--- src/rtl/fetch_queue.sv ---
// fetch_queue: PC generator plus DEPTH-entry instruction queue between a 1-cycle imem and decode
module fetch_queue #(
    parameter int ADDR_WIDTH = 32,
    parameter int DATA_WIDTH = 32,
    parameter int DEPTH = 4,
    parameter logic [ADDR_WIDTH-1:0] RESET_PC = '0
) (
    input  logic                         clock,
    input  logic                         reset,
    output logic [ADDR_WIDTH-1:0]        imem_addr,
    output logic                         imem_req,
    input  logic                         imem_ready,
    input  logic [DATA_WIDTH-1:0]        imem_data,
    input  logic                         redirect,
    input  logic [ADDR_WIDTH-1:0]        redirect_pc,
    output logic                         inst_valid,
    output logic [DATA_WIDTH-1:0]        inst,
    output logic [ADDR_WIDTH-1:0]        inst_pc,
    input  logic                         inst_ready,
    output logic [$clog2(DEPTH+1)-1:0]   count
);
    localparam int CW = $clog2(DEPTH+1);
    localparam int SW = CW + 1;
    localparam int PW = $clog2(DEPTH);
    logic [ADDR_WIDTH-1:0] pc, inflight_pc;
    logic inflight, pop, accept, unused;
    logic [PW-1:0] rd_ptr, wr_ptr;
    logic [DATA_WIDTH-1:0] q_inst [DEPTH];
    logic [ADDR_WIDTH-1:0] q_pc [DEPTH];
    assign unused = ^redirect_pc[1:0];
    assign imem_addr = pc;
    assign inst_valid = count != '0;
    assign pop = inst_valid && inst_ready;
    assign inst = inst_valid ? q_inst[rd_ptr] : '0;
    assign inst_pc = inst_valid ? q_pc[rd_ptr] : '0;
    // only request when the response is guaranteed a free slot on arrival
    assign imem_req = !reset && !redirect &&
                      (({1'b0, count} + SW'(inflight) - SW'(pop)) < SW'(DEPTH));
    assign accept = imem_req && imem_ready;
    always_ff @(posedge clock or posedge reset) begin
        if (reset) begin
            pc <= RESET_PC;
            inflight <= 1'b0;
            inflight_pc <= '0;
            count <= '0;
            rd_ptr <= '0;
            wr_ptr <= '0;
            for (int i = 0; i < DEPTH; i++) begin
                q_inst[i] <= '0;
                q_pc[i] <= '0;
            end
        end else if (redirect) begin
            pc <= {redirect_pc[ADDR_WIDTH-1:2], 2'b00};
            inflight <= 1'b0;
            count <= '0;
            rd_ptr <= '0;
            wr_ptr <= '0;
        end else begin
            inflight <= accept;
            if (accept) begin
                pc <= pc + ADDR_WIDTH'(4);
                inflight_pc <= pc;
            end
            if (inflight) begin
                q_inst[wr_ptr] <= imem_data;
                q_pc[wr_ptr] <= inflight_pc;
                wr_ptr <= wr_ptr + PW'(1);
            end
            if (pop)
                rd_ptr <= rd_ptr + PW'(1);
            count <= count + CW'(inflight) - CW'(pop);
        end
    end
endmodule

--- config.mk ---
export PLATFORM = sky130hd
export DESIGN_NAME = fetch_queue
export DESIGN_NICKNAME = d
export VERILOG_FILES = /design/src/rtl/fetch_queue.sv
export SDC_FILE = /design/constraint.sdc
export NUM_CORES = 1
export LEC_CHECK = 0
export ABC_AREA = 0
export BUFFER_PORTS_ARGS = -buffer_cell sky130_fd_sc_hd__buf_2
export CORE_MARGIN = 4
export CORE_UTILIZATION = 65
export CTS_BUF_LIST = sky130_fd_sc_hd__clkbuf_4 sky130_fd_sc_hd__clkbuf_8
export DETAILED_ROUTE_END_ITERATION = 7
export HOLD_SLACK_MARGIN = 0.15
export PLACE_DENSITY_LB_ADDON = 0.25
export SLEW_MARGIN = 30
export SYNTH_ARGS = -nofsm -noshare
export SYNTH_HDL_FRONTEND = slang
export SYNTH_SLANG_ARGS = --single-unit
--- constraint.sdc ---
create_clock -name clock -period 22.9 [get_ports clock]
set_input_delay 4.58 -clock clock [delete_from_list [all_inputs] [get_ports clock]]
set_output_delay 4.58 -clock clock [all_outputs]
set_load 0.02 [all_outputs]
==> results.py <==
metrics = {
    "synthesis": {
        "async_reset_ff_share_pct": 100.0,
        "synth_ff_type": "dfrtp_1",
        "ys_ff_latch": 316,
        "ys_warn_count": 0,
        "netlist.area_leader.share_pct": 54.61,
        "avgSynthCellArea_sq_um": 14.38,
        "ys_top_cells_by_area": "dfrtp_1 55%, mux2_2 22%, mux4_2 9.6%",
        "synth_largest_area_cell": "dfrtp_1",
        "yosys.cell_types.count": 49,
        "synth-seq-area-share_pct": 54.61,
        "netlist_area_sq_um": 14480,
        "postSynthCellCount": 1007,
        "synth_edf_count": 0,
    },
    "floorplanning": {
        "start_util_pct": 66.14,
        "coreArea_sq_um": 21890,
        "dieArea_sq_um": 24730,
        "num_rows": 54,
        "pin_count": 170,
        "die_w_um": 157.3,
        "die_h_um": 157.3,
    },
    "drt": {
        "postRouteAntennaNets": 0,
        "wirelength_mm": 31.05,
        "vias_per_cell": 6.090,
        "wl_per_cell_um": 20.84,
        "drc": 0,
        "drtIter0Drc": 455,
        "firstDrtPassIters": 5,
        "vias": 9074,
    },
    "finish": {
        "synthToLayoutAreaGrowth_pct": 15.18,
        "antenna_cells": 0,
        "nNetsFinal": 1251,
        "fin_util_pct": 76.18,
        "drive_gt1_share_pct": 51.65,
        "final_area_sq_um": 16680,
    },
    "hold_path": {
        "hold_path.class": "register to register",
        "min-delay-start": "q_inst[54]$_DFFE_PP0P_",
    },
    "global_route": {
        "grt_pass1_wl_mm": 50.25,
        "antenna_found_initial": 0,
        "grt_pass1_vias": 9512,
        "gr-total-overflow": 0,
        "grtUsageTotal_pct": 25.55,
        "grt_max_degree": 192,
    },
    "timing": {
        "fmax_ghz": 0.08879,
        "setup_viol": 0,
        "maxSlewHeadroom_pct": 31.49,
        "rsz0062_at_grt": "false",
        "drv_slew": 0,
        "skew_ns": 0.01618,
        "finalWorstSetupSlack_ns": 11.64,
        "tightest_slew_ns": 1.018,
        "final-hold-violation-count": 0,
        "fin_crit_ns": 11.26,
        "fin_hold_ws_ns": 0.4994,
        "timing.final.crit_share_pct": 49.18,
        "totalNegativeSetupSlack_ns": 0,
    },
    "pwr": {
        "p_leak_nw": 8.239,
        "ir_drop_mv": 0.08174,
        "p_per_area_nw_per_um2": 105.5,
    },
    "worst_setup_path": {
        "crit_chain": "buf_2 > and2_1 > ha_1 > inv_1 > ha_1 > a211oi_2 > o21a_1 > nor3_1 > buf_2",
        "cp.required_ns": 18.32,
        "crit_fanout": 18,
        "cpPeakStageDelay_ns": 0.62,
        "crit_slowest_cell": "o21a_1",
        "start_kind": "input port",
        "critPathLaunch": "inst_ready",
        "path_class": "input port to output pin",
        "critPathCaptureType": "output pin",
        "cp.arrival_ns": 6.68,
        "timing.rr.start": "count[2]$_DFF_PP0_",
    },
    "clock_network": {
        "hold_buffers": 0,
        "cts_buffer_depth": 3,
        "cts-buffers-inserted": 52,
        "htreeDepth": 2,
        "clock-sinks": 316,
        "path_clk_slew_ns": 0.06,
        "cts-root-buf": "clkbuf_8",
        "postCtsSetupBuffers": 0,
        "cts-resized-gates": 0,
        "worstSkewPairLatency_ns": 0.56,
        "cts_tree": "yes",
    },
    "outcome": {
        "outcome": "complete, no violations",
    },
    "placement": {
        "place.gp.congestion": 0.8112,
        "numPortBuffers": 163,
        "placed_area_sq_um": 15530,
        "dp_hpwl_mm": 18.57,
        "place_ws_ns": 11.67,
    },
    "job": {
        "drv_cap": 0,
    },
}
[worst paths after layout]
| path | end | slack [ns] | cells after the start |
|---|---|---|---|
| worst min-delay path | q_inst[54]$_DFFE_PP0P_ | 0.50 | 1 |
| worst min register to register | q_inst[54]$_DFFE_PP0P_ | 0.50 | 1 |
| max in group asynchronous | q_inst[112]$_DFFE_PP0P_ | 17.67 | 4 |
| min in group asynchronous | imem_addr[11]$_DFFE_PP0P_ | 4.00 | 2 |
| worst max register to register | imem_addr[26]$_DFFE_PP0P_ | 18.21 | 12 |
| worst max-delay path | imem_req | 11.64 | 9 |
[cell usage in the layout (no fill, tap or decap), types with 4 or more instances in the layout]
master,n
mux2_2,281
mux2i_1,4
ha_1,9
conb_1,4
inv_1,13
o21ai_0,16
nor4_1,8
nor2b_1,5
nand3_1,14
xor2_1,4
nand4_1,13
buf_4,8
a21oi_1,5
mux4_2,62
dfrtp_1,314
nand2_1,33
clkbuf_4,22
and3_1,10
nor3_1,6
clkinv_2,4
and2_1,63
clkbuf_8,66
nor2_1,21
a31oi_1,4
xnor2_1,14
buf_2,163
[power by group]
group | leakage, nW | switching, mW | internal, mW
Clock | 0.591 | 0.215 | 0.293
Sequential | 4.22 | 0.0927 | 0.659
Combinational | 3.43 | 0.252 | 0.247
Total | 8.24 | 0.560 | 1.20
[area by class of cell]
class / instances / area (sq um)
multi-input combinational: 613 / 6280
inverter: 14 / 60.06
clock buffer: 88 / 1074
sequential: 316 / 7915
tap: 280 / 350.3
fill: 1390 / 5214
timing repair buffer: 175 / 978.4
clock inverter: 4 / 20.02
[per-stage QoR]
| stage | power [mW] | instances |
|---|---|---|
| 2_1_floorplan | 1.106 | 1010 |
| 5_1_grt | 1.855 | 1490 |
| 3_3_place_gp | 1.241 | 1395 |
| 4_1_cts | 1.776 | 1488 |
| 3_5_place_dp | 1.263 | 1396 |
| 6_report | 1.760 | 1490 |
[sequential cells by signal, indices dropped and copies added, names as in the netlist]
name and cells:
inflight_pc 30, count 3, wr_ptr 2, rd_ptr 2
q_pc 120, imem_addr 30, inflight 1, q_inst 128
[Yosys cell counts, drive strengths merged, types with 2 or more instances]
| master | instances |
|---|---|
| nand4 | 13 |
| buf | 15 |
| a211o | 2 |
| mux2i | 4 |
| clkbuf | 52 |
| nor3b | 3 |
| dfrtp | 316 |
| and4 | 3 |
| xor2 | 4 |
| a31oi | 4 |
| inv | 14 |
| nand3 | 14 |
| nand2 | 37 |
| o211ai | 4 |
| ha | 9 |
| and2 | 63 |
| mux2 | 281 |
| and3 | 10 |
| mux4 | 62 |
| nor2 | 22 |
| nor3 | 6 |
| a2bb2oi | 2 |
| a21oi | 5 |
| or3 | 2 |
| o21ai | 16 |
| xnor2 | 15 |
| nor4 | 9 |
| or4 | 2 |
| nor2b | 5 |
[critical path: cells and delay by family]
| family | cells | cell delay (ns) |
|---|---|---|
| AO/OA/AOI/OAI | 2 | 0.96 |
| buffers and inverters | 3 | 0.40 |
| AND/OR/NAND/NOR | 2 | 0.30 |
| adder cells (fa/ha/maj) | 2 | 0.44 |
[logic make-up after synthesis]
logic type | share of synthesized area (%)
and+or+nand+nor | 7.293
buffers and inverters | 2.299
DFF | 54.61
AOI/OAI and AO/OA | 1.875
xor gates and xnor gates | 1.201
other | 0.02590
adders and majority gates | 0.9160
muxes | 31.77
[layer usage]
metal | GRT usage [%] | wire length (um)
met3 | 4.592 | 1842
met5 | 0 | 0
met1 | 36.78 | 13530
met4 | 7.169 | 571
met2 | 40.93 | 15110
Note: power is estimated with default switching activity, not from simulation.
